`config.mk`:
```
export PLATFORM = sky130hd
export DESIGN_NAME = jstk2_led_spi_tx_flat
export DESIGN_NICKNAME = d
export VERILOG_FILES = /design/src/rtl/jstk2_led_spi_tx_if.sv /design/src/rtl/jstk2_led_spi_tx.sv /design/src/flat_wrapper.sv
export SDC_FILE = /design/constraint.sdc
export NUM_CORES = 1
export LEC_CHECK = 0
export ABC_AREA = 1
export CORE_MARGIN = 2
export CORE_UTILIZATION = 55
export DETAILED_ROUTE_END_ITERATION = 7
export GPL_ROUTABILITY_DRIVEN = 0
export HOLD_SLACK_MARGIN = 0.1
export PLACE_DENSITY = 0.75
export SLEW_MARGIN = 0
export SYNTH_ARGS = -nofsm -noshare
export SYNTH_HDL_FRONTEND = slang
export SYNTH_SLANG_ARGS = --single-unit
export TNS_END_PERCENT = 50
```
`constraint.sdc`:
```
create_clock -name clk -period 5.05 [get_ports clk]
set_input_delay 1.01 -clock clk [delete_from_list [all_inputs] [get_ports clk]]
set_output_delay 1.01 -clock clk [all_outputs]
set_load 0.005 [all_outputs]
```
`src/rtl/jstk2_led_spi_tx_if.sv`:
```
// Colour bus between the colour-setting logic and the JSTK2 LED frame sender.
interface jstk2_led_spi_tx_if;
  logic [23:0] RGBcolor;
  logic        start;
  logic        busy;
  logic        done;

  modport master (
    output RGBcolor,
    output start,
    input  busy,
    input  done
  );

  modport slave (
    input  RGBcolor,
    input  start,
    output busy,
    output done
  );
endinterface

```
`src/rtl/jstk2_led_spi_tx.sv`:
```
// SPI master sending the JSTK2 "set LED" frame: CMD_BYTE, R, G, B, 8'h00.
module jstk2_led_spi_tx #(
  parameter int unsigned CLK_DIV  = 6,
  parameter int unsigned SS_SETUP = 300,
  parameter int unsigned BYTE_GAP = 120,
  parameter int unsigned SS_HOLD  = 300,
  parameter logic [7:0]  CMD_BYTE = 8'h84
) (
  input  logic              clk,
  input  logic              rst,
  jstk2_led_spi_tx_if.slave cbus,
  output logic              ss_n,
  output logic              sclk,
  output logic              mosi
);

  typedef enum logic [2:0] {IDLE, SETUP, SHIFT, GAP, HOLD} state_t;

  localparam logic [31:0] DIV_LAST   = 32'(CLK_DIV - 1);
  localparam logic [31:0] SETUP_LAST = 32'(SS_SETUP - 1);
  localparam logic [31:0] GAP_LAST   = 32'(BYTE_GAP - 1);
  localparam logic [31:0] HOLD_LAST  = 32'(SS_HOLD - 1);

  state_t      state_q, state_nxt;
  logic [31:0] cnt_q, cnt_nxt;
  logic [31:0] div_q, div_nxt;
  logic        ph_q, ph_nxt;
  logic [2:0]  bit_q, bit_nxt;
  logic [2:0]  byte_q, byte_nxt;
  logic [39:0] frame_q, frame_nxt;

  logic ss_n_q, sclk_q, mosi_q, busy_q, done_q;
  logic ss_n_nxt, sclk_nxt, mosi_nxt, busy_nxt, done_nxt;

  always_ff @(posedge clk or posedge rst) begin
    if (rst) begin
      state_q <= IDLE;
      cnt_q   <= '0;
      div_q   <= '0;
      ph_q    <= 1'b0;
      bit_q   <= '0;
      byte_q  <= '0;
      frame_q <= '0;
      ss_n_q  <= 1'b1;
      sclk_q  <= 1'b0;
      mosi_q  <= 1'b0;
      busy_q  <= 1'b0;
      done_q  <= 1'b0;
    end else begin
      state_q <= state_nxt;
      cnt_q   <= cnt_nxt;
      div_q   <= div_nxt;
      ph_q    <= ph_nxt;
      bit_q   <= bit_nxt;
      byte_q  <= byte_nxt;
      frame_q <= frame_nxt;
      ss_n_q  <= ss_n_nxt;
      sclk_q  <= sclk_nxt;
      mosi_q  <= mosi_nxt;
      busy_q  <= busy_nxt;
      done_q  <= done_nxt;
    end
  end

  // frame_q shifts left once per finished bit, so its MSB is always the next bit to send
  always_comb begin
    state_nxt = state_q;
    cnt_nxt   = cnt_q;
    div_nxt   = div_q;
    ph_nxt    = ph_q;
    bit_nxt   = bit_q;
    byte_nxt  = byte_q;
    frame_nxt = frame_q;
    unique case (state_q)
      IDLE: begin
        // done_q marks the completion cycle; a start seen there is dropped
        if (cbus.start && !done_q) begin
          state_nxt = SETUP;
          frame_nxt = {CMD_BYTE, cbus.RGBcolor, 8'h00};
          byte_nxt  = '0;
          cnt_nxt   = '0;
        end
      end
      SETUP: begin
        if (cnt_q == SETUP_LAST) begin
          state_nxt = SHIFT;
          cnt_nxt   = '0;
          div_nxt   = '0;
          ph_nxt    = 1'b0;
          bit_nxt   = 3'd7;
        end else begin
          cnt_nxt = cnt_q + 32'd1;
        end
      end
      SHIFT: begin
        if (div_q == DIV_LAST) begin
          div_nxt = '0;
          if (!ph_q) begin
            ph_nxt = 1'b1;
          end else begin
            ph_nxt    = 1'b0;
            frame_nxt = {frame_q[38:0], 1'b0};
            if (bit_q == 3'd0) begin
              cnt_nxt = '0;
              if (byte_q < 3'd4) begin
                byte_nxt  = byte_q + 3'd1;
                state_nxt = GAP;
              end else begin
                state_nxt = HOLD;
              end
            end else begin
              bit_nxt = bit_q - 3'd1;
            end
          end
        end else begin
          div_nxt = div_q + 32'd1;
        end
      end
      GAP: begin
        if (cnt_q == GAP_LAST) begin
          state_nxt = SHIFT;
          cnt_nxt   = '0;
          div_nxt   = '0;
          ph_nxt    = 1'b0;
          bit_nxt   = 3'd7;
        end else begin
          cnt_nxt = cnt_q + 32'd1;
        end
      end
      HOLD: begin
        if (cnt_q == HOLD_LAST) begin
          state_nxt = IDLE;
          cnt_nxt   = '0;
        end else begin
          cnt_nxt = cnt_q + 32'd1;
        end
      end
      default: state_nxt = IDLE;
    endcase
  end

  // Outputs are decoded from the next state and registered alongside it
  always_comb begin
    ss_n_nxt = (state_nxt == IDLE);
    busy_nxt = (state_nxt != IDLE);
    sclk_nxt = (state_nxt == SHIFT) && ph_nxt;
    mosi_nxt = (state_nxt == SHIFT) && frame_nxt[39];
    done_nxt = (state_q == HOLD) && (cnt_q == HOLD_LAST);
  end

  assign ss_n      = ss_n_q;
  assign sclk      = sclk_q;
  assign mosi      = mosi_q;
  assign cbus.busy = busy_q;
  assign cbus.done = done_q;

endmodule

```
`src/flat_wrapper.sv`:
```
// flat-port wrapper written by rule: the top's interface ports become plain ports
module jstk2_led_spi_tx_flat 
#(
  parameter int unsigned CLK_DIV  = 6,
  parameter int unsigned SS_SETUP = 300,
  parameter int unsigned BYTE_GAP = 120,
  parameter int unsigned SS_HOLD  = 300,
  parameter logic [7:0]  CMD_BYTE = 8'h84
)
  (clk, rst, ss_n, sclk, mosi, cbus_RGBcolor, cbus_start, cbus_busy, cbus_done);
  jstk2_led_spi_tx_if cbus_i ();
  input  logic clk;
  input  logic rst;
  output logic ss_n;
  output logic sclk;
  output logic mosi;
  input wire logic [$bits(cbus_i.RGBcolor)-1:0] cbus_RGBcolor;
  input wire logic [$bits(cbus_i.start)-1:0] cbus_start;
  output wire logic [$bits(cbus_i.busy)-1:0] cbus_busy;
  output wire logic [$bits(cbus_i.done)-1:0] cbus_done;
  assign cbus_i.RGBcolor = cbus_RGBcolor;
  assign cbus_i.start = cbus_start;
  assign cbus_busy = cbus_i.busy;
  assign cbus_done = cbus_i.done;
  jstk2_led_spi_tx #(.CLK_DIV(CLK_DIV), .SS_SETUP(SS_SETUP), .BYTE_GAP(BYTE_GAP), .SS_HOLD(SS_HOLD), .CMD_BYTE(CMD_BYTE)) u_core (.clk(clk), .rst(rst), .cbus(cbus_i), .ss_n(ss_n), .sclk(sclk), .mosi(mosi));
endmodule
```
==> Yosys cells after proc, flatten, opt, wreduce, memory -nomap -nowiden <==
Cells that the tools add are included.
{ "classes": {"addsub": 4, "order_cmp": 1, "eq_ne": 16, "n_mux": 41, "n_reduce_logical": 18} }
{ "ops": {"columns": ["cell", "count"], "rows": [
  ["32-bit two-way mux", 9],
  ["32-bit one-hot mux with 4 select lines", 1],
  ["40-bit two-way mux", 3],
  ["32-bit one-hot mux with 3 select lines", 1],
  ["40-bit one-hot mux with 2 select lines", 1],
  ["32-bit by 1-bit adder with 32-bit output, second input constant", 2],
  ["3-bit two-way mux", 18],
  ["32-bit by 3-bit equality test with 1-bit output, second input constant", 1],
  ["32-bit by 7-bit equality test with 1-bit output, second input constant", 1],
  ["32-bit by 9-bit equality test with 1-bit output, second input constant", 1],
  ["3-bit one-hot mux with 5 select lines", 1],
  ["2-bit by 1-bit != test with 1-bit output, second input constant", 7],
  ["6-bit AND reduction", 2],
  ["3-bit by 2-bit equality test with 1-bit output, second input constant", 3],
  ["3-bit zero test", 3],
  ["3-bit one-hot mux with 3 select lines", 1],
  ["3-bit one-hot mux with 2 select lines", 1],
  ["3-bit nonzero test", 2],
  ["5-bit AND reduction", 1],
  ["1-bit logical AND", 4],
  ["1-bit two-way mux", 4],
  ["4-bit AND reduction", 1],
  ["4-bit nonzero test", 1],
  ["3-bit by 1-bit adder with 3-bit output, second input constant", 1],
  ["10 further kinds", 10]
]} }
{ "word_totals": {"ff_bits": 119, "inputBits": 27, "out_inout_bits": 5} }

==> Depth between registers and ports, before layout <==
Gate-level depths: netlist of the first run.
{ "depth": {"ltp_word": 8, "mapped_depth": 12} }

==> Worst setup path after synthesis of the first run <==
No wires, ideal clock.
{ "synth_timing": {"path_type": "input-to-reg", "start": "input cbus_start", "end": "register u_core.cnt_q[5]", "arrival_ps": 1729, "required_time_ps": 4926, "setup_slack_ps": 3196, "cell_stages": 8, "path_cell_list": "inv_1 -> o21ai_1 -> nand2_1 -> a21oi_1 -> nand2_2 -> buf_2 -> nand2_1 -> nand3_1"} }
{ "synth_via": {"elab_chain_cells": 3} }
{ "synth_lines": {"columns": ["element", "line_no", "text"], "rows": [
  ["start, declared", "flat_wrapper.sv:18", "input wire logic [$bits(cbus_i.start)-1:0] cbus_start;"],
  ["1-bit logical AND", "jstk2_led_spi_tx.sv:77", "if (cbus.start && !done_q) begin"],
  ["2-bit by 1-bit != test with 1-bit output (no source line)", null, null],
  ["5-bit AND reduction (no source line)", null, null],
  ["end signal, assigned", "jstk2_led_spi_tx.sv:51", "cnt_q <= cnt_nxt;"],
  ["end, declared", "jstk2_led_spi_tx.sv:25", "logic [31:0] cnt_q, cnt_nxt;"]
]} }
No other way between the ends.
A chain may end at the register's enable or synchronous reset.

==> Worst setup path after layout of the first run <==
{ "layout_timing": {"start": "register u_core.state_q[2]", "end": "register u_core.byte_q[0]"} }
{ "layout_via": {"elab_chain_cells": 3} }
{ "layout_lines": {"columns": ["element", "line_no", "text"], "rows": [
  ["start, declared", "jstk2_led_spi_tx.sv:24", "state_t state_q, state_nxt;"],
  ["start signal, assigned", "jstk2_led_spi_tx.sv:50", "state_q <= state_nxt;"],
  ["3-bit by 2-bit equality test with 1-bit output or 3-bit zero test (tied branches)", "jstk2_led_spi_tx.sv:74", "unique case (state_q)"],
  ["2-bit by 1-bit != test with 1-bit output (no source line) or 2-bit nonzero test (tied branches)", null, null],
  ["6-bit AND reduction (no source line)", null, null],
  ["end signal, assigned", "jstk2_led_spi_tx.sv:55", "byte_q <= byte_nxt;"],
  ["end, declared", "jstk2_led_spi_tx.sv:29", "logic [2:0] byte_q, byte_nxt;"]
]} }
Several ways; a longest one is shown, not always the timed one.

==> results.cfg, run 1 <==
[routing]
dr.pass1.iters = 5
top_layer_used = met4
post_drt_via_cell_ratio = 5.45
wl_per_cell_um = 14.4
wl_met1_um = 7990
dr_wl_met3_um = 886
ant_nets = 0
wl_um = 17900
num_vias = 6766
met2_length_um = 8610
dr.first_iter.drc_count = 650
drc = 0

[sta]
finalCritPeriodShare = 0.537
fin_skew_ps = 9.18
whs_ps = 476
worstMarginPinSlew_ps = 1030
relSlewSlack = 0.310
setup_viol = 0
slew_violations = 0
fmax_ghz = 0.369
rsz0062_at_grt = no
period_minus_slack_ps = 2710
fin_tns_setup_ps = 0
hold_violations = 0

[cts]
cts-root-buf = clkbuf_16
h-tree-depth = 4
cts_tree = yes
clk_latency_ps = 420
holdBufCountCts = 0
cts.sinks = 118
cts_buffer_depth = 2
clk_pin_slew_ps = 50
post-cts-setup-buffers = 0
post_cts_resized = 0
cts_made_buffers = 17

[final_layout]
drive_above_1_share = 0.0636
layoutNonFillerInstCount = 1241
finalCoreUtilization = 0.645
diodes = 0
fin_area_mm2 = 0.00818
area_delta_synth_final_pct = 13.9
final_nets = 1089
multi_input_area_mm2 = 0.00367
area.sequential_mm2 = 0.00295
nFillCells = 1155

[grt]
grt_pass1_vias = 6563
grt_util_all_layers = 0.269
grt_antenna_before_repair = 0
overflow = 0
grt_max_degree = 64
grt_pass1_wl_um = 30600

[synthesis]
avgSynthCellArea_um2 = 6.96
syn_inst = 1032
ys_seq_area_frac = 0.412
synthArstFlopShare = 1.00
synth_edf_count = 0
synth_nets = 1065
netlist_area_mm2 = 0.00718
ys_types = 35
ys_warn_count = 0
synth_seq_cells = 118
dominantRegCellSynth = dfrtp_1

[worst_setup_path]
crit_type = reg -> reg
slowest_stage = nor2_4
start_kind = register
end_kind = register
required_ps = 5380
critPathBufInv = 2
critical-path-top-delay-family = simple AND/OR/NAND/NOR gates
cp_cell_sequence = nor2_1 -> inv_2 -> nor2_4 -> inv_1 -> or2_1 -> o21ai_0
arrival_ps = 3040
cp_slowest_stage_delay_ps = 710
path_max_fanout = 38

[pwr]
p_per_area_mw_per_mm2 = 272
peakVddDrop_mv = 0.373
leakagePower_nw = 3.67

[die]
num_rows = 41
placeableCoreArea_mm2 = 0.0127
die_y_um = 118
io_pins = 32
start_util = 0.567
die_x_um = 118
dieArea_mm2 = 0.0140

[placement]
place_area_mm2 = 0.00757
dp_cells = 1209
post-dp-hpwl_um = 12200
port-buffer-count = 31

[run]
maxCapViolCount = 0

[min_path]
hold_class = reg -> reg

[outcome]
status = complete, no violations
-- synthesized netlist by cell type (2+ instances only) --
library cell / count / area [um2]
nand3b_1: 4 / 30.0
o21ai_0: 34 / 170
nand2_4: 6 / 67.6
o211ai_1: 24 / 180
nor2_1: 106 / 398
nor3_1: 42 / 210
inv_1: 87 / 327
nand3_1: 122 / 611
nand4_1: 10 / 62.6
dfrtp_1: 117 / 2930
inv_2: 14 / 52.6
ha_1: 6 / 75.1
o21ai_1: 8 / 40.0
buf_6: 4 / 45.0
a21oi_1: 4 / 20.0
buf_2: 10 / 50.1
xor2_1: 21 / 184
clkbuf_1: 10 / 37.5
nor2_2: 4 / 25.0
buf_4: 4 / 30.0
nand2_1: 363 / 1360
o22ai_1: 10 / 62.6
nor2_4: 2 / 22.5
xnor2_1: 6 / 52.6
nand2_2: 4 / 25.0
-- cells by family (layout without fill, tap and decap cells) --
family	Yosys count	after routing	synth area share
compound gates	80	80	0.0659
xor+xnor	27	27	0.0329
fa+ha+maj	6	6	0.0105
buf+inv	131	168	0.0765
flops	118	118	0.412
simple gates	670	670	0.403
-- routing by layer --
layer / GRT usage / vias up
li1: - / 3363
met1: 0.344 / 3168
met2: 0.447 / 193
met3: 0.0608 / 42
met4: 0.0994 / 0
met5: 0 / -
-- layout by cell type (no fill, tap or decap), types with 14 or more instances in the layout --
cell             synthesis  layout
nand2_1                363     363
nand3_1                122     122
dfrtp_1                117     117
nor2_1                 106     106
inv_1                   87      86
nor3_1                  42      42
o21ai_0                 34      34
clkdlybuf4s50_1          0      31
o211ai_1                24      24
xor2_1                  21      21
clkbuf_16                0      17
inv_2                   14      14
-- cell type report --
type,instances,share of cell area
Inverter,102,0.0471
Clock buffer,24,0.0589
Clock inverter,8,0.0148
Multi-Input combinational cell,783,0.449
Timing Repair Buffer,34,0.0422
Sequential cell,118,0.361
Tap cell,172,0.0263
-- power by group --
group	switching (mW)	internal, mW	total (mW)
combinational	0.0215	0.0193	0.0408
clock	0.426	0.813	1.24
sequential	0	0.946	0.946
-- state kept, by name, summed over array words and instances, names as in the netlist --
signal / cells
u_core.bit_q: 3
u_core.byte_q: 3
u_core.cbus.busy: 1
u_core.cbus.done: 1
u_core.cnt_q: 32
u_core.div_q: 32
u_core.frame_q: 39
u_core.mosi: 1
u_core.ph_q: 1
u_core.sclk: 1
u_core.ss_n: 1
u_core.state_q: 3
-- worst register-to-register path: stages, from the launching register on --
cell and delay [ps]:
dfrtp_1 480, nor2_1 170, inv_2 70, nor2_4 710, inv_1 630, or2_1 370, o21ai_0 180
-- stage by stage --
step | total power [mW] | setup slack [ps]
finish | 2.23 | 2340
CTS | 2.24 | 2320
global placement | 1.01 | 2270
detailed placement | 1.01 | 2220
floorplan | 0.977 | 913
global route | 2.29 | 2120
-- path summary, 6_finish.rpt --
check                             startpoint                to  slack (ps)  depth (start not counted)
hold / removal               u_core.bit_q[1]   u_core.bit_q[1]         480                          2
min in group asynchronous                rst   u_core.cnt_q[3]        1070                          2
max in group asynchronous                rst       u_core.ss_n        3200                          3
setup reg to reg           u_core.state_q[2]  u_core.byte_q[0]        2340                          6
hold reg to reg              u_core.bit_q[1]   u_core.bit_q[1]         480                          2
setup / recovery           u_core.state_q[2]  u_core.byte_q[0]        2340                          6
Note: power is estimated with default switching activity, not from simulation.
==> run 2: changes to the inputs <==
- clock period: 5.05 -> 2.65 ns (I/O delays scaled with it)
==> run 2 against run 1 <==
Net effect: non-clock buffer count grew 7; sequential share of layout area shrank 0.21 points; via count grew 0.25%; largest cell class unchanged; highest routed layer unchanged.
==> results.cfg, run 2 (synthesis gave the netlist of run 1 again) <==
[worst_setup_path]
end_kind = register
crit_type = reg -> reg
rr_endpoint = u_core.cnt_q[4]
start_kind = register
cp-startpoint = u_core.div_q[26]
crit_path_end = u_core.cnt_q[4]
arrival_ps = 2500
r2r_slack_ps = 450
path_max_fanout = 32
required_ps = 2950
reg2regPathDepth = 10
r2r-start = u_core.div_q[26]

[pwr]
peakVddDrop_mv = 0.443
leakagePower_nw = 3.70
p_per_area_mw_per_mm2 = 515

[final_layout]
multi_input_area_mm2 = 0.00367
fin_area_mm2 = 0.00823
drive_above_1_share = 0.0716
area_delta_synth_final_pct = 14.6
diodes = 0
largest_register_ffs = 39
reg_top3 = u_core.frame_q: 39 flops, u_core.cnt_q: 32 flops, u_core.div_q: 32 flops
layoutNonFillerInstCount = 1248
top_register = u_core.frame_q
finalCoreUtilization = 0.649
nFillCells = 1134
final_cell_mix = nand2_1, nand3_1, dfrtp_1, nor2_1, inv_1
mostFrequentLayoutCell = nand2_1
area.sequential_mm2 = 0.00295
final_nets = 1096

[cts]
cts_buffer_depth = 2
h-tree-depth = 4
holdBufCountCts = 0
post-cts-setup-buffers = 0
cts_made_buffers = 17
clk_pin_slew_ps = 60
post_cts_resized = 0
clk_latency_ps = 420
cts_tree = yes
cts-root-buf = clkbuf_16
cts.sinks = 118

[placement]
dp_cells = 1216
place_area_mm2 = 0.00763
port-buffer-count = 31
post-dp-hpwl_um = 12400
place_ws_ps = 412

[grt]
grt_util_all_layers = 0.264
grt_pass1_vias = 6225
grt_antenna_before_repair = 0
grt_max_degree = 65
overflow = 0
grt_pass1_wl_um = 29900

[outcome]
status = complete, no violations

[run]
maxCapViolCount = 0

[sta]
period_minus_slack_ps = 2200
worstMarginPinSlew_ps = 700
fmax_ghz = 0.454
hold_violations = 0
setup_ws_ps = 448
slew_violations = 0
fin_tns_setup_ps = 0
rsz0062_at_grt = no
relSlewSlack = 0.533
finalCritPeriodShare = 0.831
fin_skew_ps = 5.42
setup_viol = 0

[min_path]
hold_class = in -> async

[routing]
num_vias = 6783
wl_per_cell_um = 14.1
drc = 0
ant_nets = 0
dr.first_iter.drc_count = 646
wl_um = 17600
dr.pass1.iters = 5
post_drt_via_cell_ratio = 5.44

[die]
die_y_um = 118
dieArea_mm2 = 0.0140
die_x_um = 118
num_rows = 41
start_util = 0.567
io_pins = 32
placeableCoreArea_mm2 = 0.0127
==> run 2: worst min path at each step <==
| stage | to | slack, ps | depth (start not counted) |
|---|---|---|---|
| final | u_core.div_q[17] | 460 | 2 |
| after global routing | u_core.div_q[28] | 490 | 2 |
| after CTS | u_core.div_q[28] | 460 | 2 |
| after detailed placement | u_core.bit_q[1] | 460 | 2 |
| after global placement | u_core.frame_q[38] | 450 | 2 |
| after floorplan | u_core.frame_q[38] | 430 | 2 |
==> run 2: worst max-delay path: stages (launching register included) <==
cell	delay (ps)
dfrtp_1	470
nor2_1	240
nand2_1	80
nor2_1	80
nand2_1	70
nor2_2	210
nand2_2	120
nand2_4	120
nand2_2	390
nand2_1	180
o211ai_1	90
==> run 2: final cells by class <==
cell class | count | share of cell area
multi-input combinational | 783 | 0.447
timing repair buffer | 41 | 0.0484
inverter | 102 | 0.0470
clock inverter | 12 | 0.0184
clock buffer | 20 | 0.0543
sequential | 118 | 0.359
tap | 172 | 0.0262
==> run 2: layer usage <==
metal,part of all wire,global-route usage
met5,0,0
met4,0.028,0.117
met3,0.054,0.0618
met2,0.48,0.417
met1,0.44,0.347
==> run 2: power by group <==
group | switching (mW) | internal, mW | total [mW]
Combinational | 0.0413 | 0.0386 | 0.0799
Clock | 0.854 | 1.50 | 2.35
Sequential | 0 | 1.80 | 1.80
==> run 2: through the flow <==
stage | total power, mW | hold slack (ps)
floorplan | 1.86 | 433
global placement | 1.92 | 445
detailed placement | 1.92 | 460
CTS | 4.27 | 463
global route | 4.35 | 490
finish | 4.24 | 457
